`config.mk`:
```
export PLATFORM = sky130hd
export DESIGN_NAME = phase_sequencer
export DESIGN_NICKNAME = d
export VERILOG_FILES = /design/src/rtl/phase_sequencer.sv
export SDC_FILE = /design/constraint.sdc
export NUM_CORES = 1
export LEC_CHECK = 0
export CORE_ASPECT_RATIO = 0.6
export CORE_MARGIN = 2
export CORE_UTILIZATION = 55
export CTS_BUF_LIST = sky130_fd_sc_hd__clkbuf_8
export DETAILED_ROUTE_END_ITERATION = 6
export PLACE_DENSITY_LB_ADDON = 0.25
export SETUP_SLACK_MARGIN = 0.02
export SYNTH_ARGS = -nofsm -noshare
export SYNTH_HDL_FRONTEND = slang
export SYNTH_SLANG_ARGS = --single-unit
```
`constraint.sdc`:
```
create_clock -name clock -period 2.5 [get_ports clock]
set_input_delay 0.5 -clock clock [delete_from_list [all_inputs] [get_ports clock]]
set_output_delay 0.5 -clock clock [all_outputs]
set_load 0.01 [all_outputs]
```
`src/rtl/phase_sequencer.sv`:
```
// Run/stop/single-step controller: steps the per-instruction phase index, issues
// one-hot phase enables, strobes the register-file clear and counts retired instructions.
module phase_sequencer #(
  parameter int NUM_PHASES = 5,
  parameter int CNT_W      = 16
) (
  input  logic                  clock,
  input  logic                  reset,
  input  logic                  exec,
  input  logic                  step,
  input  logic                  halt_req,
  input  logic                  mem_wait,
  output logic [2:0]            phase,
  output logic [NUM_PHASES-1:0] p_en,
  output logic                  register_reset,
  output logic                  running,
  output logic [CNT_W-1:0]      inst_count,
  output logic [2:0]            dbg_state
);

  typedef enum logic [2:0] {
    INIT   = 3'd0,
    IDLE   = 3'd1,
    RUN    = 3'd2,
    STEP   = 3'd3,
    HALTED = 3'd4
  } state_t;

  localparam logic [2:0] LAST_PHASE = 3'(NUM_PHASES - 1);

  state_t                  state, state_nx;
  logic [2:0]              phase_nx;
  logic [NUM_PHASES-1:0]   p_en_nx;
  logic [CNT_W-1:0]        count_nx;
  logic                    running_nx;
  logic                    rr_nx;
  logic                    stop_pend, stop_pend_nx;
  logic                    exec_q, step_q;
  logic                    exec_r, step_r;

  assign exec_r    = exec & ~exec_q;
  assign step_r    = step & ~step_q;
  assign dbg_state = state;

  always_comb begin
    state_nx     = state;
    phase_nx     = phase;
    count_nx     = inst_count;
    stop_pend_nx = stop_pend;
    case (state)
      INIT: begin
        state_nx = IDLE;
        phase_nx = 3'd0;
      end
      IDLE: begin
        phase_nx     = 3'd0;
        stop_pend_nx = 1'b0;
        if (exec_r)      state_nx = RUN;
        else if (step_r) state_nx = STEP;
      end
      RUN, STEP: begin
        // A stop request only arms; the current instruction always completes.
        if (state == RUN && exec_r) stop_pend_nx = 1'b1;
        if (!mem_wait) begin
          if (phase != LAST_PHASE) begin
            phase_nx = phase + 3'd1;
          end else begin
            count_nx = inst_count + 1'b1;
            phase_nx = 3'd0;
            if (halt_req) begin
              state_nx     = HALTED;
              stop_pend_nx = 1'b0;
            end else if (state == STEP || stop_pend_nx) begin
              state_nx     = IDLE;
              stop_pend_nx = 1'b0;
            end
          end
        end
      end
      HALTED: phase_nx = 3'd0;
      default: begin
        state_nx = INIT;
        phase_nx = 3'd0;
      end
    endcase

    // Outputs are registered from the next state so they track it cycle-exactly.
    running_nx = (state_nx == RUN) || (state_nx == STEP);
    p_en_nx    = running_nx ? (NUM_PHASES'(1) << phase_nx) : '0;
    rr_nx      = (state_nx == INIT);
  end

  always_ff @(posedge clock) begin
    if (reset) begin
      state          <= INIT;
      phase          <= 3'd0;
      p_en           <= '0;
      running        <= 1'b0;
      inst_count     <= '0;
      register_reset <= 1'b1;
      stop_pend      <= 1'b0;
      exec_q         <= 1'b1;
      step_q         <= 1'b1;
    end else begin
      state          <= state_nx;
      phase          <= phase_nx;
      p_en           <= p_en_nx;
      running        <= running_nx;
      inst_count     <= count_nx;
      register_reset <= rr_nx;
      stop_pend      <= stop_pend_nx;
      exec_q         <= exec;
      step_q         <= step;
    end
  end

endmodule

```
==> results of run 1 <==
==> flip-flops by register name, indices dropped and copies added (netlist names) <==
signal	count
inst_count	16
exec_q	1
stop_pend	1
dbg_state	3
running	1
phase	3
register_reset	1
step_q	1
p_en	5
==> layout by cell type, fill, tap and decap left out, types with 3 or more instances in the layout <==
master           count
clkdlybuf4s50_1     34
dfxtp_1             32
nor2_1              22
inv_1               11
a21oi_1             11
xnor2_1             10
nand2_1              9
nor3_1               6
o21ai_0              5
clkbuf_8             5
nand2b_1             4
nor4_1               4
nand3_1              4
nor2b_1              3
and2_1               3
nand4b_1             3
ha_1                 3
==> power by group <==
part | switching (mW) | internal (mW)
Combinational | 0.0362 | 0.0346
Clock | 0.187 | 0.185
Sequential | 0.00946 | 0.519
Total | 0.233 | 0.739
==> layout make-up <==
type | count | area, µm² | share of cell area (%)
Inverter | 10 | 37.54 | 1.949
Timing Repair Buffer | 35 | 347.8 | 18.06
Tap cell | 32 | 40.04 | 2.079
Sequential cell | 32 | 640.6 | 33.27
Multi-Input combinational cell | 115 | 782.0 | 40.61
Clock buffer | 5 | 68.82 | 3.574
Clock inverter | 2 | 8.758 | 0.4548
==> cell families (layout without fill, tap and decap cells) <==
family / count (synthesis) / count (layout) / synth area share (%)
mux: 1 / 1 / 0.7531
xor+xnor: 12 / 12 / 7.029
compound gates: 25 / 25 / 10.38
flops: 32 / 32 / 42.84
simple gates: 74 / 74 / 31.63
fa+ha+maj: 3 / 3 / 2.511
buf+inv: 15 / 52 / 4.854
==> final timing paths <==
| path | from | endpoint |
|---|---|---|
| max | dbg_state[1] | dbg_state[1] |
| max reg2reg | phase[0] | inst_count[14] |
| min reg2reg | inst_count[1] | inst_count[1] |
| min | inst_count[1] | inst_count[1] |
==> metal layers <==
| metal | track usage (%) | part of all wire (%) | up-vias |
|---|---|---|---|
| met3 | 10.02 | 6.6 | 7 |
| met5 | 0 | 0 | - |
| met2 | 36.85 | 44 | 48 |
| li1 | - | - | 635 |
| met4 | 7.925 | 1.6 | 0 |
| met1 | 32.20 | 48 | 596 |
==> impl_metrics.py, run 1 <==
metrics = {
    "cells_and_area": {
        "layout-drive-gt1-share_pct": 10.05,
        "diodes": 0,
        "fin_area_mm2": 0.001926,
        "utilization_pct": 75.81,
        "syn2layout_area_growth_pct": 28.79,
        "fin_nets": 208,
        "final_cell_count_no_fill": 231,
        "fillCellCount": 173,
    },
    "cts": {
        "cts_root_buffer": "clkbuf_8",
        "post-cts-setup-buffers": 0,
        "cts.clk_slew.worst_paths_ns": 0.06,
        "numCtsBuffers": 5,
        "cts.sinks": 32,
        "cts_hold_buf": 0,
        "cts_tree": "yes",
        "cts.path.max_buffers": 2,
        "clock_latency_ns": 0.28,
        "cts_resized": 0,
        "h-tree-depth": 2,
    },
    "sta": {
        "fin_crit_sh_pct": 79.69,
        "rsz0062_at_grt": "false",
        "max_slew_margin_pct": 68.51,
        "finClkSkew_ns": 0.005104,
        "drv_slew": 0,
        "setup_viol": 0,
        "min_period_ns": 1.992,
        "setup_tns_ns": 0,
        "fmaxAchievable_mhz": 502.0,
        "hold_violations": 0,
        "timing.hold.ws_ns": 0.5247,
        "layout_setup_ws_ns": 0.5078,
        "tightest_slew_ns": 0.4695,
    },
    "worst_setup_path": {
        "start_kind": "register",
        "r2r_cells": 6,
        "crit_family": "buffers and inverters",
        "cp_slowest_stage_delay_ns": 0.64,
        "worstSetupPathType": "register to primary output",
        "cp_slowest_cell": "clkdlybuf4s50_1",
        "required_ns": 2.00,
        "end_kind": "primary output",
        "path_buf_inv": 1,
        "path_depth": 1,
        "critPathMaxFanout": 10,
        "crit_arrival_ns": 1.49,
        "rrSetupSlack_ns": 0.69,
        "path_cells": "clkdlybuf4s50_1",
    },
    "synthesis": {
        "synth_ff_type": "dfxtp_1",
        "yosysUniqueCellTypes": 42,
        "synth_most_common_cell": "dfxtp_1",
        "synth-async-reset-ratio_pct": 0,
        "syn-num-nets": 171,
        "synth_edf_count": 0,
        "syn_area_mm2": 0.001495,
        "synth_area_leaders": "dfxtp_1, xnor2_1, nor2_1",
        "synth_area_per_cell_um2": 9.230,
        "yosys_warnings": 0,
        "synth_seq_area_share_pct": 42.85,
        "synth_top_area_share_pct": 42.85,
        "synth_commonest_cells": "dfxtp_1, nor2_1, a21oi_1",
        "ys_seq_elements": 32,
        "syn_inst": 162,
        "yosysTopAreaCell": "dfxtp_1",
    },
    "grt": {
        "grt_pass1_vias": 1192,
        "antenna_found_initial": 0,
        "grt_max_degree": 23,
        "grt_first_pass_wirelength_um": 5733,
        "grt-ovfl-total": 0,
        "grt_use_total_pct": 24.40,
    },
    "power": {
        "finalPower_mw": 0.9712,
        "static-leakage-power_nw": 0.7399,
        "powerDensity_mw_per_mm2": 504.4,
        "vdd_drop_max_v": 0.0003478,
    },
    "placement": {
        "place_area_mm2": 0.001848,
        "hpwl_um": 2465,
        "finalWeightedCongestion": 0.8720,
        "place_inst": 224,
        "pre_cts_ws_ns": 0.2449,
        "io_buffers": 34,
    },
    "die": {
        "die_width_um": 71.31,
        "core_area_mm2": 0.002540,
        "rows": 14,
        "chipHeight_um": 44.39,
        "pin_count": 35,
        "initial_utilization_pct": 58.87,
        "dieArea_mm2": 0.003165,
    },
    "run_status": {
        "status": "finished, final reports clean",
    },
    "drt": {
        "drtIter0Drc": 114,
        "drc": 0,
        "vias": 1286,
        "drt-total-wl_um": 3462,
        "drtAntennaViolNets": 0,
        "first_pass_iters": 4,
        "avgViaCountPerCell": 5.567,
        "wl_per_cell_um": 14.99,
    },
    "min_path": {
        "hold_depth": 2,
        "hold_class": "register to register",
    },
    "run": {
        "drv_cap": 0,
    },
}
(Power assumes the default switching activity.)
==> run 2: changes to the inputs <==
--- a/config.mk
+++ b/config.mk
@@ -7,7 +7,7 @@
 export LEC_CHECK = 0
 export CORE_ASPECT_RATIO = 0.6
 export CORE_MARGIN = 2
-export CORE_UTILIZATION = 55
+export CORE_UTILIZATION = 46
 export CTS_BUF_LIST = sky130_fd_sc_hd__clkbuf_8
 export DETAILED_ROUTE_END_ITERATION = 6
 export PLACE_DENSITY_LB_ADDON = 0.25
==> constraint.sdc (replaced) <==
create_clock -name clock -period 1.8 [get_ports clock]
set_input_delay 0.36 -clock clock [delete_from_list [all_inputs] [get_ports clock]]
set_output_delay 0.36 -clock clock [all_outputs]
set_load 0.01 [all_outputs]
==> impl_metrics.py, run 2 (synthesis gave the netlist of run 1 again) <==
metrics = {
    "placement": {
        "hpwl_um": 2627,
        "place_area_mm2": 0.001958,
        "finalWeightedCongestion": 0.8161,
        "io_buffers": 34,
        "place_inst": 247,
        "pre_cts_ws_ns": -0.1584,
    },
    "run": {
        "drv_cap": 0,
    },
    "drt": {
        "drt-total-wl_um": 3376,
        "drc": 0,
        "avgViaCountPerCell": 5.130,
        "drtIter0Drc": 61,
        "vias": 1303,
        "drtAntennaViolNets": 0,
        "wl_per_cell_um": 13.29,
        "first_pass_iters": 5,
    },
    "cells_and_area": {
        "fin_nets": 221,
        "final_cell_mix": "clkdlybuf4s50_1, dfxtp_1, nor2_1",
        "largest-register": "inst_count",
        "top_regs": "inst_count x16, p_en x5",
        "largest_register_ff_count": 16,
        "diodes": 0,
        "final_cell_count_no_fill": 254,
        "fin_area_mm2": 0.002061,
        "seq_area_um2": 644.4,
        "layout-drive-gt1-share_pct": 17.92,
        "fillCellCount": 220,
        "utilization_pct": 69.06,
        "final_common_cell": "clkdlybuf4s50_1",
        "multi_input_area_um2": 784.5,
        "syn2layout_area_growth_pct": 37.82,
    },
    "worst_setup_path": {
        "path_cells": "clkdlybuf4s50_1",
        "r2r-start": "inst_count[1]",
        "required_ns": 1.44,
        "cp_slowest_cell": "clkdlybuf4s50_1",
        "critPathMaxFanout": 7,
        "worstSetupPathType": "register to primary output",
        "cp_slowest_stage_delay_ns": 0.59,
        "r2r_cells": 5,
        "crit_arrival_ns": 1.33,
        "start_kind": "register",
        "end_kind": "primary output",
        "path_depth": 1,
        "crit_family": "buffers and inverters",
        "rr_endpoint": "inst_count[12]",
        "rrSetupSlack_ns": 0.14,
        "path_buf_inv": 1,
    },
    "sta": {
        "fin_crit_sh_pct": 93.88,
        "setup_viol": 0,
        "setup_tns_ns": 0,
        "fmaxAchievable_mhz": 591.8,
        "min_period_ns": 1.690,
        "layout_setup_ws_ns": 0.1101,
        "drv_slew": 0,
        "rsz0062_at_grt": "false",
        "finClkSkew_ns": 0.003050,
        "tightest_slew_ns": 0.4519,
        "max_slew_margin_pct": 69.79,
        "hold_violations": 0,
        "timing.hold.ws_ns": 0.5266,
    },
    "cts": {
        "cts.clk_slew.worst_paths_ns": 0.06,
        "clock_latency_ns": 0.28,
        "cts.path.max_buffers": 2,
        "numCtsBuffers": 5,
        "cts.sinks": 32,
        "cts_root_buffer": "clkbuf_8",
        "h-tree-depth": 2,
        "cts_tree": "yes",
    },
    "grt": {
        "grt_max_degree": 23,
        "grt_use_total_pct": 19.25,
        "grt-ovfl-total": 0,
        "antenna_found_initial": 0,
        "grt_pass1_vias": 1185,
        "grt_first_pass_wirelength_um": 5292,
    },
    "power": {
        "powerDensity_mw_per_mm2": 691.5,
        "static-leakage-power_nw": 0.8077,
        "vdd_drop_max_v": 0.0004814,
        "finalPower_mw": 1.425,
    },
    "run_status": {
        "status": "finished, final reports clean",
    },
    "die": {
        "pin_count": 35,
        "rows": 15,
        "dieArea_mm2": 0.003737,
        "core_area_mm2": 0.002984,
        "chipHeight_um": 48.16,
        "initial_utilization_pct": 50.10,
        "die_width_um": 77.60,
    },
    "min_path": {
        "hold_depth": 2,
        "min_to": "inst_count[14]",
        "hp-start": "inst_count[14]",
        "hold_class": "register to register",
    },
}
==> run 2: changes by cell type in the layout (fill, tap and decap cells not counted), sizes merged <==
cell	change
buf	+13
clkbuf	+2
clkinv	-1
inv	-1
==> run 2: how the worst max path moves through the flow <==
stage / startpoint / endpoint / slack [ns]
finish: inst_count[10] / inst_count[10] / 0.11
global route: inst_count[1] / inst_count[12] / 0.03
CTS: phase[2] / phase[2] / 0.05
detailed placement: mem_wait / p_en[0] / -0.16
global placement: mem_wait / p_en[0] / -0.14
floorplan: phase[0] / inst_count[12] / 0.11
==> run 2: cell type report <==
| type | count | area share (%) |
|---|---|---|
| multi-input cells | 115 | 38.07 |
| flip-flops and latches | 32 | 31.27 |
| repair buffers | 48 | 21.62 |
| clock buffers | 7 | 4.675 |
| well taps | 42 | 2.550 |
| inverters | 10 | 1.821 |
==> run 2: what timing repair did <==
action	in CTS	in global routing
resized for setup	2	2
hold buffers	0	0
endpoints found under the setup margin	2	2
setup buffers	0	0
==> run 2: routing by layer <==
metal	vias to the layer above	wire (µm)	part of all wire [%]	GRT usage (%)
met5	-	0	0	0
met4	0	44	1.3	11.43
met3	8	199	5.9	6.852
met2	33	1531	45	31.38
met1	605	1601	47	23.08
li1	657	-	-	-
==> run 2: power by group <==
group / switching (mW) / internal, mW / leakage, nW
clock network: 0.242 / 0.340 / 0.0503
registers: 0.0122 / 0.722 / 0.261
logic: 0.0511 / 0.0583 / 0.496
total: 0.305 / 1.12 / 0.808
==> run 3: changes to the inputs <==
--- a/config.mk
+++ b/config.mk
@@ -7,9 +7,10 @@
 export LEC_CHECK = 0
 export CORE_ASPECT_RATIO = 0.6
 export CORE_MARGIN = 2
-export CORE_UTILIZATION = 46
+export CORE_UTILIZATION = 58
 export CTS_BUF_LIST = sky130_fd_sc_hd__clkbuf_8
 export DETAILED_ROUTE_END_ITERATION = 6
+export DONT_BUFFER_PORTS = 1
 export PLACE_DENSITY_LB_ADDON = 0.25
 export SETUP_SLACK_MARGIN = 0.02
 export SYNTH_ARGS = -nofsm -noshare
==> impl_metrics.py, run 3 (synthesis gave the netlist of run 1 again) <==
metrics = {
    "cells_and_area": {
        "fillCellCount": 196,
        "largest_register_ff_count": 16,
        "fin_area_mm2": 0.001738,
        "syn2layout_area_growth_pct": 16.23,
        "largest-register": "inst_count",
        "final_common_cell": "dfxtp_1",
        "fin_nets": 191,
        "final_cell_count_no_fill": 215,
        "diodes": 0,
        "top_regs": "inst_count x16, p_en x5",
        "layout-drive-gt1-share_pct": 22.40,
        "final_cell_mix": "dfxtp_1, nor2_1, buf_4",
    },
    "grt": {
        "antenna_found_initial": 0,
        "grt_pass1_vias": 1123,
        "grt_max_degree": 24,
        "grt_use_total_pct": 22.96,
        "grt-ovfl-total": 0,
        "grt_first_pass_wirelength_um": 5250,
    },
    "sta": {
        "drv_slew": 0,
        "setup_tns_ns": 0,
        "fmaxAchievable_mhz": 598.2,
        "max_slew_margin_pct": 72.44,
        "setup_viol": 0,
        "min_period_ns": 1.672,
        "hold_violations": 0,
        "rsz0062_at_grt": "false",
        "fin_crit_sh_pct": 92.87,
        "finClkSkew_ns": 0.006310,
        "tightest_slew_ns": 0.4100,
    },
    "cts": {
        "cts.path.max_buffers": 2,
        "h-tree-depth": 2,
        "cts_hold_buf": 0,
        "clock_latency_ns": 0.29,
        "cts.sinks": 32,
        "cts_tree": "yes",
        "cts_root_buffer": "clkbuf_8",
        "cts.clk_slew.worst_paths_ns": 0.07,
        "numCtsBuffers": 5,
    },
    "worst_setup_path": {
        "crit_arrival_ns": 1.85,
        "path_buf_inv": 2,
        "crit_family": "simple AND/OR/NAND/NOR gates",
        "path_cells": "inv_1, ha_1, nand4b_2, nor4_4, buf_4, a21oi_1, a31o_1",
        "critPathMaxFanout": 5,
        "worstSetupPathType": "register to register",
        "rrSetupSlack_ns": 0.13,
        "cp_slowest_stage_delay_ns": 0.31,
        "rr_endpoint": "inst_count[13]",
        "required_ns": 1.98,
        "r2r_cells": 7,
        "r2r-start": "phase[0]",
        "end_kind": "register",
        "path_depth": 7,
        "start_kind": "register",
        "cp_slowest_cell": "dfxtp_1",
    },
    "run_status": {
        "status": "finished, final reports clean",
    },
    "power": {
        "seqPwrFrac_pct": 53.7,
        "pwr-share-comb_pct": 4.6,
        "p_switching_mw": 0.3193,
        "powerDensity_mw_per_mm2": 791.3,
        "clkPwrFrac_pct": 41.7,
        "static-leakage-power_nw": 0.7166,
        "vdd_drop_max_v": 0.0004829,
        "finalPower_mw": 1.375,
        "swShare_pct": 23.22,
        "internal_power_mw": 1.056,
    },
    "min_path": {
        "min_to": "inst_count[1]",
        "hold_depth": 1,
        "hp-start": "reset",
        "hold_class": "input pin to register",
    },
    "die": {
        "initial_utilization_pct": 60.54,
        "chipHeight_um": 43.33,
        "rows": 14,
        "core_area_mm2": 0.002470,
        "die_width_um": 69.55,
        "dieArea_mm2": 0.003013,
        "pin_count": 35,
    },
    "drt": {
        "drc": 0,
        "drtIter0Drc": 67,
        "vias": 1230,
        "avgViaCountPerCell": 5.721,
        "drt-total-wl_um": 3328,
        "drtAntennaViolNets": 0,
        "first_pass_iters": 4,
        "wl_per_cell_um": 15.48,
    },
    "placement": {
        "place_inst": 206,
        "finalWeightedCongestion": 0.9014,
        "io_buffers": 0,
        "place_area_mm2": 0.001628,
        "hpwl_um": 2447,
    },
    "run": {
        "drv_cap": 0,
    },
}
## run 3: changes by cell type in the layout (fill, tap and decap cells not counted), sizes merged
cell / delta
buf: +4
clkbuf: -1
clkinv: +2
clkdlybuf4s50: -34
## run 3: worst max path at each step
stage / slack (ns) / end / start
2_1_floorplan: 0.11 / inst_count[12] / phase[0]
3_3_place_gp: 0.19 / inst_count[13] / phase[0]
3_5_place_dp: 0.09 / p_en[0] / dbg_state[1]
4_1_cts: 0.05 / p_en[0] / dbg_state[1]
5_1_grt: 0.0003 / p_en[1] / phase[0]
6_report: 0.13 / inst_count[13] / phase[0]
## run 3: through the flow
| step | hold slack (ns) | setup WS (ns) | util (%) |
|---|---|---|---|
| floorplan | 0.4666 | 0.1100 | - |
| global placement | 0.4312 | 0.1853 | 65.91 |
| detailed placement | 0.4329 | 0.09092 | 65.91 |
| CTS | 0.1335 | 0.04678 | 69.66 |
| global route | 0.1287 | 0.0003000 | 70.36 |
| finish | 0.1369 | 0.1283 | 70.36 |
## run 3: power by group through the flow
stage          Combinational (mW)  Clock (mW)  Sequential, mW
2_1_floorplan              0.0537           0           0.748
3_3_place_gp               0.0581           0           0.753
3_5_place_dp               0.0609           0           0.754
4_1_cts                    0.0617       0.579           0.738
5_1_grt                    0.0698       0.609           0.739
6_report                   0.0631       0.574           0.738
## run 3: final cells by class
class / instances / area, µm² / share of cell area, %
inverters: 10 / 37.54 / 2.160
well taps: 32 / 40.04 / 2.304
flip-flops and latches: 32 / 640.6 / 36.86
clock inverters: 2 / 10.01 / 0.5760
repair buffers: 18 / 135.1 / 7.775
multi-input cells: 115 / 792.0 / 45.57
clock buffers: 6 / 82.58 / 4.752
## run 3: repair_timing
| item | 4_1_cts | 5_1_grt |
|---|---|---|
| setup buffers | 0 | 1 |
| resized for setup | 0 | 2 |
| setup endpoints to repair | 0 | 4 |
## run 3: per-layer routing
layer / vias up / global-route usage, % / part of all wire [%]
met3: 7 / 9.070 / 10
met1: 570 / 31.04 / 44
met2: 49 / 33.27 / 44
met4: 0 / 9.412 / 1.7
li1: 604 / - / -
met5: - / 0 / 0
